--- config.mk ---
export PLATFORM = sky130hd
export DESIGN_NAME = mul_div_unit
export DESIGN_NICKNAME = d
export VERILOG_FILES = /design/src/rtl/mul_div_unit_pkg.sv /design/src/rtl/mdu_sign_fix.sv /design/src/rtl/mul_div_unit.sv
export SDC_FILE = /design/constraint.sdc
export NUM_CORES = 1
export LEC_CHECK = 0
export CORE_MARGIN = 3
export CORE_UTILIZATION = 31
export DETAILED_ROUTE_END_ITERATION = 10
export GPL_ROUTABILITY_DRIVEN = 0
export SLEW_MARGIN = 20
export SYNTH_ARGS = -nofsm -noshare
export SYNTH_HDL_FRONTEND = slang
export SYNTH_SLANG_ARGS = --single-unit
--- constraint.sdc ---
create_clock -name clk -period 8.41 [get_ports clk]
set_input_delay 1.682 -clock clk [delete_from_list [all_inputs] [get_ports clk]]
set_output_delay 1.682 -clock clk [all_outputs]
set_load 0.05 [all_outputs]
--- src/rtl/mul_div_unit_pkg.sv ---
// Shared definitions for the iterative multiply/divide unit: operation codes,
// FSM state encoding and the datapath width shared with the ALU.
package mul_div_unit_pkg;

    localparam int MDU_DATA_WIDTH = 32;

    localparam logic [1:0] MDU_MULT  = 2'b00;
    localparam logic [1:0] MDU_MULTU = 2'b01;
    localparam logic [1:0] MDU_DIV   = 2'b10;
    localparam logic [1:0] MDU_DIVU  = 2'b11;

    typedef enum logic [1:0] {
        IDLE = 2'b00,
        CALC = 2'b01,
        FIX  = 2'b10,
        DONE = 2'b11
    } mdu_state_e;

endpackage

--- src/rtl/mdu_sign_fix.sv ---
// Conditional two's-complement negate, used both to take operand magnitudes
// and to restore result signs.
module mdu_sign_fix #(
    parameter int WIDTH = 32
) (
    input  logic             neg,
    input  logic [WIDTH-1:0] value,
    output logic [WIDTH-1:0] result
);

    // Negate when requested, pass through otherwise
    always_comb begin
        result = value;
        if (neg) begin
            result = (~value) + {{(WIDTH-1){1'b0}}, 1'b1};
        end else begin
            result = value;
        end
    end

endmodule

--- src/rtl/mul_div_unit.sv ---
// Iterative MULT/MULTU/DIV/DIVU unit owning HI/LO. One product/quotient bit per
// CALC cycle, sign correction in FIX, MTHI/MTLO accepted only while not busy.
module mul_div_unit
    import mul_div_unit_pkg::*;
#(
    parameter int DATA_WIDTH = MDU_DATA_WIDTH,
    parameter int CNT_WIDTH  = 5
) (
    input  logic                  clk,
    input  logic                  resetn,
    input  logic                  start,
    input  logic [1:0]            op,
    input  logic [DATA_WIDTH-1:0] A,
    input  logic [DATA_WIDTH-1:0] B,
    input  logic                  hi_we,
    input  logic                  lo_we,
    input  logic [DATA_WIDTH-1:0] wdata,
    output logic                  busy,
    output logic                  done,
    output logic [DATA_WIDTH-1:0] hi,
    output logic [DATA_WIDTH-1:0] lo
);

    localparam int W = DATA_WIDTH;
    localparam logic [CNT_WIDTH-1:0] LAST_CNT = CNT_WIDTH'(DATA_WIDTH - 1);

    mdu_state_e           state_r, next_state_s;
    logic [CNT_WIDTH-1:0] cnt_r;
    logic                 busy_r, done_r;
    logic [W-1:0]         hi_r, lo_r;
    logic                 is_div_r, neg_res_r, neg_rem_r, div_zero_r;
    logic [W-1:0]         operand_r;
    logic [2*W-1:0]       prod_r;
    logic [W-1:0]         rem_r;

    logic                 launch_s, is_div_s, signed_s;
    logic [W-1:0]         a_mag_s, b_mag_s;
    logic [W:0]           add_s, shift_s;
    logic [2*W-1:0]       mul_next_s, prod_fix_s;
    logic [W-1:0]         rem_next_s, quo_next_s, quo_fix_s, rem_fix_s;

    assign is_div_s = (op == MDU_DIV) || (op == MDU_DIVU);
    assign signed_s = (op == MDU_MULT) || (op == MDU_DIV);

    mdu_sign_fix #(.WIDTH(W)) u_abs_a (.neg(signed_s & A[W-1]), .value(A), .result(a_mag_s));
    mdu_sign_fix #(.WIDTH(W)) u_abs_b (.neg(signed_s & B[W-1]), .value(B), .result(b_mag_s));
    mdu_sign_fix #(.WIDTH(2*W)) u_fix_prod (.neg(neg_res_r), .value(prod_r), .result(prod_fix_s));
    mdu_sign_fix #(.WIDTH(W)) u_fix_quo (.neg(neg_res_r), .value(prod_r[W-1:0]), .result(quo_fix_s));
    mdu_sign_fix #(.WIDTH(W)) u_fix_rem (.neg(neg_rem_r), .value(rem_r), .result(rem_fix_s));

    // Next-state decode; start is honoured only in IDLE or DONE
    always_comb begin
        next_state_s = state_r;
        launch_s     = 1'b0;
        case (state_r)
            IDLE: begin
                if (start) begin
                    next_state_s = CALC;
                    launch_s     = 1'b1;
                end else begin
                    next_state_s = IDLE;
                end
            end
            CALC: begin
                if (cnt_r == LAST_CNT) begin
                    next_state_s = FIX;
                end else begin
                    next_state_s = CALC;
                end
            end
            FIX: next_state_s = DONE;
            DONE: begin
                if (start) begin
                    next_state_s = CALC;
                    launch_s     = 1'b1;
                end else begin
                    next_state_s = IDLE;
                end
            end
            default: next_state_s = IDLE;
        endcase
    end

    // One shift-add step and one restoring-division step per cycle
    always_comb begin
        add_s      = {1'b0, prod_r[2*W-1:W]};
        mul_next_s = prod_r;
        shift_s    = {rem_r, prod_r[W-1]};
        rem_next_s = rem_r;
        quo_next_s = prod_r[W-1:0];
        if (prod_r[0]) begin
            add_s = {1'b0, prod_r[2*W-1:W]} + {1'b0, operand_r};
        end else begin
            add_s = {1'b0, prod_r[2*W-1:W]};
        end
        mul_next_s = {add_s, prod_r[W-1:1]};
        // The shifted remainder is below 2*divisor, so the difference fits W bits
        if (shift_s >= {1'b0, operand_r}) begin
            rem_next_s = W'(shift_s - {1'b0, operand_r});
            quo_next_s = {prod_r[W-2:0], 1'b1};
        end else begin
            rem_next_s = shift_s[W-1:0];
            quo_next_s = {prod_r[W-2:0], 1'b0};
        end
    end

    // State register with registered busy/done flags
    always_ff @(posedge clk or negedge resetn) begin
        if (!resetn) begin
            state_r <= IDLE;
            busy_r  <= 1'b0;
            done_r  <= 1'b0;
        end else begin
            state_r <= next_state_s;
            busy_r  <= (next_state_s == CALC) || (next_state_s == FIX);
            done_r  <= (next_state_s == DONE);
        end
    end

    // Operand latch and iteration datapath
    always_ff @(posedge clk or negedge resetn) begin
        if (!resetn) begin
            cnt_r      <= {CNT_WIDTH{1'b0}};
            is_div_r   <= 1'b0;
            neg_res_r  <= 1'b0;
            neg_rem_r  <= 1'b0;
            div_zero_r <= 1'b0;
            operand_r  <= {W{1'b0}};
            prod_r     <= {(2*W){1'b0}};
            rem_r      <= {W{1'b0}};
        end else if (launch_s) begin
            cnt_r      <= {CNT_WIDTH{1'b0}};
            is_div_r   <= is_div_s;
            neg_res_r  <= signed_s & (A[W-1] ^ B[W-1]);
            neg_rem_r  <= signed_s & is_div_s & A[W-1];
            div_zero_r <= is_div_s && (B == {W{1'b0}});
            operand_r  <= is_div_s ? b_mag_s : a_mag_s;
            prod_r     <= {{W{1'b0}}, (is_div_s ? a_mag_s : b_mag_s)};
            rem_r      <= {W{1'b0}};
        end else if (state_r == CALC) begin
            cnt_r <= cnt_r + {{(CNT_WIDTH-1){1'b0}}, 1'b1};
            if (is_div_r) begin
                prod_r <= {prod_r[2*W-1:W], quo_next_s};
                rem_r  <= rem_next_s;
            end else begin
                prod_r <= mul_next_s;
            end
        end else begin
            cnt_r <= cnt_r;
        end
    end

    // HI/LO: result write in FIX, otherwise MTHI/MTLO when not busy
    always_ff @(posedge clk or negedge resetn) begin
        if (!resetn) begin
            hi_r <= {W{1'b0}};
            lo_r <= {W{1'b0}};
        end else if (state_r == FIX) begin
            if (is_div_r) begin
                hi_r <= rem_fix_s;
                lo_r <= div_zero_r ? {W{1'b1}} : quo_fix_s;
            end else begin
                {hi_r, lo_r} <= prod_fix_s;
            end
        end else if (!busy_r) begin
            if (hi_we) begin
                hi_r <= wdata;
            end
            if (lo_we) begin
                lo_r <= wdata;
            end
        end else begin
            hi_r <= hi_r;
        end
    end

    assign busy = busy_r;
    assign done = done_r;
    assign hi   = hi_r;
    assign lo   = lo_r;

endmodule

==> results of run 1 <==
==> metrics by stage <==
step	setup slack (ns)	instances	util [%]	hold WS (ns)
after floorplan	4.326	2134	-	0.4501
after global placement	3.388	2867	35.45	0.4775
after detailed placement	3.356	2867	35.45	0.4884
after CTS	3.905	2907	36.95	0.5023
after global routing	3.577	2907	36.96	0.5301
final	3.879	2907	36.96	0.5070
==> kinds of logic after synthesis <==
family	Yosys count	share of synthesized area, %
muxes	70	4.148
and+or+nand+nor	629	17.87
DFF	205	30.26
buffers and inverters	216	4.871
AOI/OAI and AO/OA	740	26.97
adders and majority gates	74	5.550
xor gates and xnor gates	200	10.33
==> power by group through the flow <==
stage | clock network [mW] | logic (mW) | registers, mW
floorplan | 0 | 3.90 | 2.37
global placement | 0 | 5.57 | 2.26
detailed placement | 0 | 5.66 | 2.28
CTS | 1.12 | 5.69 | 2.26
global route | 1.15 | 6.32 | 2.35
finish | 1.11 | 5.74 | 2.30
==> worst max path at each step <==
stage,endpoint,cells after the start,start,slack (ns)
global route,operand_r[30]$_DFFE_PN0P_,12,B[0],3.58
global placement,prod_r[30]$_DFFE_PN0P_,12,A[0],3.39
detailed placement,prod_r[30]$_DFFE_PN0P_,12,A[0],3.36
finish,prod_r[30]$_DFFE_PN0P_,12,A[0],3.88
floorplan,prod_r[30]$_DFFE_PN0P_,11,A[1],4.33
CTS,prod_r[30]$_DFFE_PN0P_,12,A[0],3.90
==> routing by layer <==
| metal | vias up | wire, um | GRT usage (%) |
|---|---|---|---|
| li1 | 7834 | - | - |
| met1 | 7896 | 26950 | 28.91 |
| met2 | 720 | 26600 | 32.22 |
| met3 | 112 | 4879 | 2.764 |
| met4 | 0 | 2997 | 9.107 |
| met5 | - | 0 | 0 |
==> layout by cell type, fill, tap and decap left out, types with 5 or more instances in the layout <==
cell,n
nor2b_1,17
and3_1,12
xnor2_1,100
o22ai_1,12
nor2_1,146
nor4_1,12
o21bai_1,6
o211ai_1,64
or2_2,12
inv_1,66
nand4_1,12
a211oi_1,58
o21ai_0,215
nand3_1,26
clkdlybuf4s50_1,166
buf_4,17
a32oi_1,5
clkbuf_8,5
and2_1,38
dfrtp_1,203
a21oi_1,201
or4_1,23
and4_1,10
clkbuf_16,25
or3_1,20
a21o_1,45
o31ai_1,40
clkinv_2,5
o41ai_1,16
a31oi_1,19
nor3_1,39
o21a_1,9
mux2i_1,68
a211o_1,7
ha_1,70
xor2_1,100
nand2b_1,19
nand2_1,222
a22oi_1,5
==> final cells by class <==
cell class | instances | area share [%]
Tap cell | 696 | 4.370
Clock inverter | 8 | 0.5776
Inverter | 68 | 1.281
Multi-Input combinational cell | 1713 | 55.46
Clock buffer | 32 | 3.472
Timing Repair Buffer | 185 | 9.073
Sequential cell | 205 | 25.77
==> worst max-delay path, stage by stage <==
cell             delay [ns]
clkdlybuf4s50_1        0.57
inv_1                  0.11
ha_1                   0.16
or3b_2                 0.48
nor4_1                 0.47
nand4_1                0.22
or4_1                  0.49
o21ai_0                0.22
xnor2_1                0.17
nor2_1                 0.06
a211o_1                0.28
o21ai_0                0.07
==> flip-flops by register name, summed over array words and instances, names as in the netlist <==
| signal | cells |
|---|---|
| prod_r | 64 |
| hi | 32 |
| lo | 32 |
| operand_r | 32 |
| rem_r | 32 |
| cnt_r | 5 |
| state_r | 2 |
| busy | 1 |
| div_zero_r | 1 |
| done | 1 |
| is_div_r | 1 |
| neg_rem_r | 1 |
| neg_res_r | 1 |
==> results.json, run 1 <==
{
  "p_int_mw": 4.439,
  "async_flop_share_pct": 100.0,
  "clock_path_buffers": 3,
  "drt-total-wl_mm": 61.44,
  "grt_max_degree": 111,
  "cts_tree": "yes",
  "path_clk_slew_ns": 0.07,
  "synth_top_area_share_pct": 30.26,
  "grt_util_all_layers_pct": 20.76,
  "antenna_found_initial": 0,
  "ir_drop_mv": 0.2071,
  "path_max_fanout": 5,
  "regToRegStartpoint": "prod_r[16]$_DFFE_PN0P_",
  "synth_cells": 2134,
  "hold_depth": 2,
  "p_leak_nw": 8.227,
  "route.detailed.drc": 0,
  "rsz0062_at_grt": "false",
  "via_count": 16560,
  "dieArea_sq_um": 57530,
  "synth.net_count": 2311,
  "wl_per_cell_um": 21.13,
  "critical_path_arrival_ns": 4.99,
  "core_sq_um": 53920,
  "power_frac_comb_pct": 62.8,
  "grt_pass1_vias": 15460,
  "synth.distinct_cells": 70,
  "min_path_type": "register to register",
  "rows": 85,
  "end_kind": "register",
  "synth_commonest_cells": "223 x nand2_1, 215 x o21ai_0, 205 x dfrtp_1",
  "multi_input_area_sq_um": 11050,
  "startpoint_type": "input port",
  "yosysTopAreaCell": "dfrtp_1",
  "design_area_sq_um": 19930,
  "cts.sinks": 205,
  "finalCritPeriodShare_pct": 53.88,
  "cts.htree.levels": 1,
  "hpwl_mm": 46.97,
  "hold_start": "neg_rem_r$_DFFE_PN0P_",
  "drtAntennaViolNets": 0,
  "outcome": "finished clean",
  "syn_area_per_cell_sq_um": 7.945,
  "whs_endpoint": "neg_rem_r$_DFFE_PN0P_",
  "synthTopCellsByArea": "dfrtp_1 30%, o21ai_0 6.3%, a21oi_1 6.0%",
  "synthFlopType": "dfrtp_1",
  "grt_pass1_wl_mm": 93.76,
  "r2r_end": "hi[20]$_DFFE_PN0P_",
  "setup-tns-final_ns": 0,
  "reg2reg_slack_ns": 4.20,
  "syn-cell-area_sq_um": 16950,
  "synth_most_common_cell": "nand2_1",
  "fillCellCount": 5451,
  "share_clk_of_total_power_pct": 12.1,
  "start_util_pct": 31.44,
  "synth_edf_count": 0,
  "vias_per_cell": 5.697,
  "cts_inserted_buffers": 24,
  "slew_violations": 0,
  "layout-drive-gt1-share_pct": 4.161,
  "grt_overflow": 0,
  "required_ns": 8.87,
  "min_period_ns": 4.531,
  "synth.yosys.warnings": 0,
  "power_mw": 9.141,
  "seqPwrFrac_pct": 25.1,
  "final_hold_viol_count": 0,
  "first_pass_iters": 6,
  "path_class": "input port to register",
  "drt_iter0_drc": 1742,
  "cap_violations": 0,
  "antenna_cells": 0,
  "finalSetupViolCount": 0,
  "fin_nets": 2374,
  "seq_area_sq_um": 5135,
  "switchingPower_mw": 4.702,
  "clock_skew_ns": 0.01255,
  "slew_headroom_pct": 30.63,
  "syn_to_final_growth_pct": 17.54,
  "hold_buffers": 0,
  "p_per_area_nw_per_um2": 458.7,
  "post_cts_resized": 0,
  "synth-seq-cells": 205,
  "fmax_mhz": 220.7,
  "die_x_um": 239.9,
  "p_sw_share_pct": 51.44,
  "reg2reg_depth": 9,
  "cts_root_buf": "clkbuf_16",
  "dieHeight_um": 239.9,
  "clk_latency_ns": 0.54,
  "numPortBuffers": 168,
  "synth_seq_area_share_pct": 30.26,
  "worst_pin_slew_ns": 1.038,
  "cts_setup_buffers": 0,
  "dpl-instance-area_sq_um": 19120,
  "ios": 169
}
No activity file was read; power rests on OpenSTA's default activity.
==> inputs of run 2 (changes only) <==
==> constraint.sdc (replaced) <==
create_clock -name clk -period 4.5 [get_ports clk]
set_input_delay 0.9 -clock clk [delete_from_list [all_inputs] [get_ports clk]]
set_output_delay 0.9 -clock clk [all_outputs]
set_load 0.05 [all_outputs]
==> results.json, run 2 (same netlist as run 1, synthesis figures left out) <==
{
  "outcome": "finished clean",
  "grt_max_degree": 110,
  "end_kind": "register",
  "fmax_mhz": 260.3,
  "grt_overflow": 0,
  "core_sq_um": 53920,
  "cts_setup_buffers": 0,
  "final_cells": 2936,
  "finalSetupViolCount": 0,
  "cts.sinks": 205,
  "final_hold_viol_count": 0,
  "cts.htree.levels": 1,
  "slew_violations": 0,
  "cts_tree": "yes",
  "min_period_ns": 3.841,
  "clock_skew_ns": 0.007858,
  "grt_pass1_wl_mm": 93.74,
  "critical_path_arrival_ns": 4.26,
  "dieHeight_um": 239.9,
  "cap_violations": 0,
  "vias_per_cell": 5.668,
  "cpLargestDelayFamily": "simple AND/OR/NAND/NOR gates",
  "syn_to_final_growth_pct": 18.89,
  "top_register": "prod_r",
  "clk_latency_ns": 0.55,
  "final_common_cell": "nand2_1",
  "hold_buffers": 0,
  "die_x_um": 239.9,
  "min_path_type": "input port to async pin",
  "worst_pin_slew_ns": 1.078,
  "slew_headroom_pct": 27.79,
  "critical_path_buf_inv_count": 0,
  "antenna_found_initial": 0,
  "cts_inserted_buffers": 25,
  "via_count": 16640,
  "path_cells": "or4_1 > nor4_1 > or4b_4 > or4b_4 > or3_4 > o41ai_4 > xnor2_1 > o211ai_1 > o21ai_1",
  "route.detailed.drc": 0,
  "drt-total-wl_mm": 61.24,
  "numPortBuffers": 168,
  "ios": 169,
  "largest_reg_flops": 64,
  "path_common_cell": "or4b_4",
  "share_clk_of_total_power_pct": 12.2,
  "max_stage_delay_ns": 0.63,
  "drtAntennaViolNets": 0,
  "seqPwrFrac_pct": 24.5,
  "p_int_mw": 8.386,
  "switchingPower_mw": 8.814,
  "dieArea_sq_um": 57530,
  "setup-tns-final_ns": 0,
  "path_max_fanout": 10,
  "start_util_pct": 31.44,
  "antenna_cells": 0,
  "first_pass_iters": 6,
  "ir_drop_mv": 0.3553,
  "grt_util_all_layers_pct": 20.75,
  "cpMaxStageDelayCell": "or4_1",
  "startpoint_type": "register",
  "fin_nets": 2399,
  "power_frac_comb_pct": 63.3,
  "dp_cells": 2891,
  "hpwl_mm": 47.92,
  "path_clk_slew_ns": 0.06,
  "rows": 85,
  "path_class": "register to register",
  "power_mw": 17.20,
  "layout-drive-gt1-share_pct": 5.402,
  "clock_path_buffers": 3,
  "wl_per_cell_um": 20.86,
  "cts_root_buf": "clkbuf_16",
  "final_cell_mix": "222 x nand2_1, 215 x o21ai_0, 203 x dfrtp_1, 201 x a21oi_1, 166 x clkdlybuf4s50_1",
  "p_leak_nw": 8.356,
  "grt_pass1_vias": 15720,
  "post_cts_resized": 0,
  "rsz0062_at_grt": "false",
  "finalCritPeriodShare_pct": 85.37,
  "p_sw_share_pct": 51.25,
  "required_ns": 4.92,
  "drt_iter0_drc": 1685,
  "p_per_area_nw_per_um2": 853.3
}
[run 2: cell type report]
cell class / count / area [sq um]
multi-input cells: 1713 / 11050
fillers: 5435 / 33760
repair buffers: 209 / 2001
clock buffers: 31 / 678.2
flip-flops and latches: 205 / 5135
inverters: 68 / 255.2
clock inverters: 14 / 168.9
well taps: 696 / 870.8
[run 2: per-stage QoR]
stage / hold slack, ns / util, % / setup WS (ns) / cell area, sq um
2_1_floorplan: 0.4501 / - / 0.9118 / 16950
3_3_place_gp: 0.5097 / 35.80 / 0.4373 / 19300
3_5_place_dp: 0.5290 / 35.80 / 0.4620 / 19310
4_1_cts: 0.3592 / 37.38 / 0.6843 / 20150
5_1_grt: 0.3850 / 37.38 / 0.4067 / 20160
6_report: 0.3510 / 37.38 / 0.6586 / 20160
[run 2: final timing paths]
path                                        startpoint                   end  slack (ns)  depth (start not counted)
worst max-delay path            prod_r[16]$_DFFE_PN0P_    hi[21]$_DFFE_PN0P_        0.66                          9
worst min register to register    cnt_r[4]$_DFFE_PN0P_  cnt_r[4]$_DFFE_PN0P_        0.54                          2
worst max register to register  prod_r[16]$_DFFE_PN0P_    hi[21]$_DFFE_PN0P_        0.66                          9
min in group clk                  cnt_r[4]$_DFFE_PN0P_  cnt_r[4]$_DFFE_PN0P_        0.54                          2
max in group asynchronous                       resetn  is_div_r$_DFFE_PN0P_        3.11                          2
worst min-delay path                            resetn     hi[7]$_DFFE_PN0P_        0.35                          1
[run 2: power by group through the flow]
stage                     Clock, mW  Combinational, mW  Sequential (mW)
final                          2.10               10.9             4.21
after global routing           2.22               12.0             4.30
after CTS                      2.14               10.8             4.14
after detailed placement          0               10.7             4.17
after global placement            0               10.6             4.14
after floorplan                   0               7.28             4.43
[run 2: per-layer routing]
| metal | track usage [%] | share of wire, % |
|---|---|---|
| met1 | 28.69 | 44 |
| met2 | 32.51 | 43 |
| met3 | 3.200 | 8.1 |
| met4 | 8.342 | 4.3 |
| met5 | 0 | 0 |
==> inputs of run 3 (changes only) <==
--- a/config.mk
+++ b/config.mk
@@ -6,9 +6,10 @@
 export NUM_CORES = 1
 export LEC_CHECK = 0
 export CORE_MARGIN = 3
-export CORE_UTILIZATION = 31
+export CORE_UTILIZATION = 50
 export DETAILED_ROUTE_END_ITERATION = 10
 export GPL_ROUTABILITY_DRIVEN = 0
+export PLACE_DENSITY = 0.71
 export SLEW_MARGIN = 20
 export SYNTH_ARGS = -nofsm -noshare
 export SYNTH_HDL_FRONTEND = slang
==> results.json, run 3 (same netlist as run 1, synthesis figures left out) <==
{
  "setup-tns-final_ns": 0,
  "clock_skew_ns": 0.01789,
  "end_kind": "register",
  "first_pass_iters": 6,
  "regToRegStartpoint": "prod_r[16]$_DFFE_PN0P_",
  "p_leak_nw": 8.279,
  "fin_util_pct": 59.73,
  "outcome": "finished clean",
  "finalSetupViolCount": 0,
  "via_count": 16860,
  "antenna_found_initial": 0,
  "final_cells": 2670,
  "clock_path_buffers": 3,
  "cpMaxStageDelayCell": "or4_1",
  "cpLargestDelayFamily": "simple AND/OR/NAND/NOR gates",
  "cts_tree": "yes",
  "slew_violations": 0,
  "final_cell_mix": "222 x nand2_1, 215 x o21ai_0, 203 x dfrtp_1, 201 x a21oi_1, 166 x clkdlybuf4s50_1",
  "startpoint_type": "register",
  "post_cts_resized": 0,
  "cts_setup_buffers": 0,
  "syn_to_final_growth_pct": 16.08,
  "min_period_ns": 3.883,
  "cts_root_buf": "clkbuf_16",
  "dieHeight_um": 190.1,
  "vias_per_cell": 6.314,
  "layout-drive-gt1-share_pct": 4.847,
  "final_hold_viol_count": 0,
  "antenna_cells": 0,
  "ios": 169,
  "numPortBuffers": 168,
  "reg2reg_depth": 9,
  "required_ns": 4.87,
  "cap_violations": 0,
  "drtAntennaViolNets": 0,
  "r2r_end": "hi[20]$_DFFE_PN0P_",
  "grt_overflow": 0,
  "dp_cells": 2630,
  "fmax_mhz": 257.5,
  "path_cells": "or4_1 > nor4_1 > or4b_4 > nor3_1 > nand2_1 > or3_1 > o31ai_1 > xor2_1 > a21oi_1",
  "cts.htree.levels": 1,
  "critical_path_arrival_ns": 4.26,
  "dpl-instance-area_sq_um": 18930,
  "finalCritPeriodShare_pct": 86.29,
  "hold_buffers": 0,
  "grt_util_all_layers_pct": 31.84,
  "drt-total-wl_mm": 58.97,
  "worst_hold_slack_ns": 0.4418,
  "start_util_pct": 51.45,
  "route.detailed.drc": 0,
  "final_common_cell": "nand2_1",
  "grt_pass1_wl_mm": 90.93,
  "worst_pin_slew_ns": 1.066,
  "ir_drop_mv": 0.4158,
  "core_sq_um": 32950,
  "path_class": "register to register",
  "slew_headroom_pct": 28.96,
  "path_clk_slew_ns": 0.06,
  "hpwl_mm": 44.65,
  "fin_nets": 2390,
  "grt_pass1_vias": 15930,
  "reg2reg_slack_ns": 0.62,
  "critical_path_buf_inv_count": 0,
  "max_stage_delay_ns": 0.63,
  "die_x_um": 190.1,
  "min_path_type": "input port to async pin",
  "cts.sinks": 205,
  "dieArea_sq_um": 36150,
  "p_per_area_nw_per_um2": 872.4,
  "design_area_sq_um": 19680,
  "top_register": "prod_r",
  "rsz0062_at_grt": "false",
  "clk_latency_ns": 0.53,
  "rows": 66,
  "wl_per_cell_um": 22.08,
  "cts_inserted_buffers": 23,
  "largest_reg_flops": 64,
  "drt_iter0_drc": 1683,
  "path_max_fanout": 6,
  "grt_max_degree": 105,
  "fillCellCount": 2915
}
run 3: cell types whose count changed in the layout (fill, tap and decap cells not counted), sizes merged:
cell	previous run	this run
inv	69	67
clkinv	8	6
bufinv	3	1
buf	42	35
clkinvlp	2	0
clkbuf	32	35
run 3: cell type report:
type	instances	area, sq um	share of cell area (%)
clock buffers	34	686.9	3.490
well taps	442	553.0	2.810
inverters	68	255.2	1.297
repair buffers	202	1948	9.899
multi-input cells	1713	11040	56.09
clock inverters	6	62.56	0.3179
flip-flops and latches	205	5135	26.09
run 3: through the flow:
stage | worst slack [ns] | power [mW]
6_report | 0.6171 | 17.17
5_1_grt | 0.3710 | 18.34
4_1_cts | 0.6908 | 16.93
3_5_place_dp | 0.3568 | 14.98
3_3_place_gp | 0.4717 | 14.72
2_1_floorplan | 0.9118 | 11.72
run 3: report_power, final:
group	total, mW	internal, mW	switching [mW]
registers	4.20	2.74	1.46
clock network	1.87	1.11	0.765
logic	11.1	4.38	6.72
total	17.2	8.23	8.94
run 3: worst max path at each step:
stage                                      start  cells past startpoint                        end  slack, ns
final                     prod_r[16]$_DFFE_PN0P_                      9         hi[20]$_DFFE_PN0P_       0.62
after global routing      prod_r[16]$_DFFE_PN0P_                      9         hi[20]$_DFFE_PN0P_       0.37
after CTS                 prod_r[16]$_DFFE_PN0P_                      9         hi[20]$_DFFE_PN0P_       0.69
after detailed placement                    B[0]                     12  operand_r[30]$_DFFE_PN0P_       0.36
after global placement                      A[0]                     13     prod_r[30]$_DFFE_PN0P_       0.47
after floorplan            prod_r[8]$_DFFE_PN0P_                     10         hi[31]$_DFFE_PN0P_       0.91
run 3: per-layer routing:
layer / part of all wire (%) / routed length [um] / GRT usage, % / up-vias
met1: 42 / 24910 / 43.84 / 7983
met5: 0 / 0 / 0 / -
met3: 9.0 / 5283 / 5.215 / 146
met4: 5.6 / 3300 / 15.07 / 0
li1: - / - / - / 7871
met2: 43 / 25470 / 49.05 / 858
run 3: worst reg2reg max path, cell delays in order (launching register included):
cell and delay (ns):
dfrtp_1 0.45, or4_1 0.63, nor4_1 0.37, or4b_4 0.57, nor3_1 0.46, nand2_1 0.24
or3_1 0.46, o31ai_1 0.27, xor2_1 0.21, a21oi_1 0.09
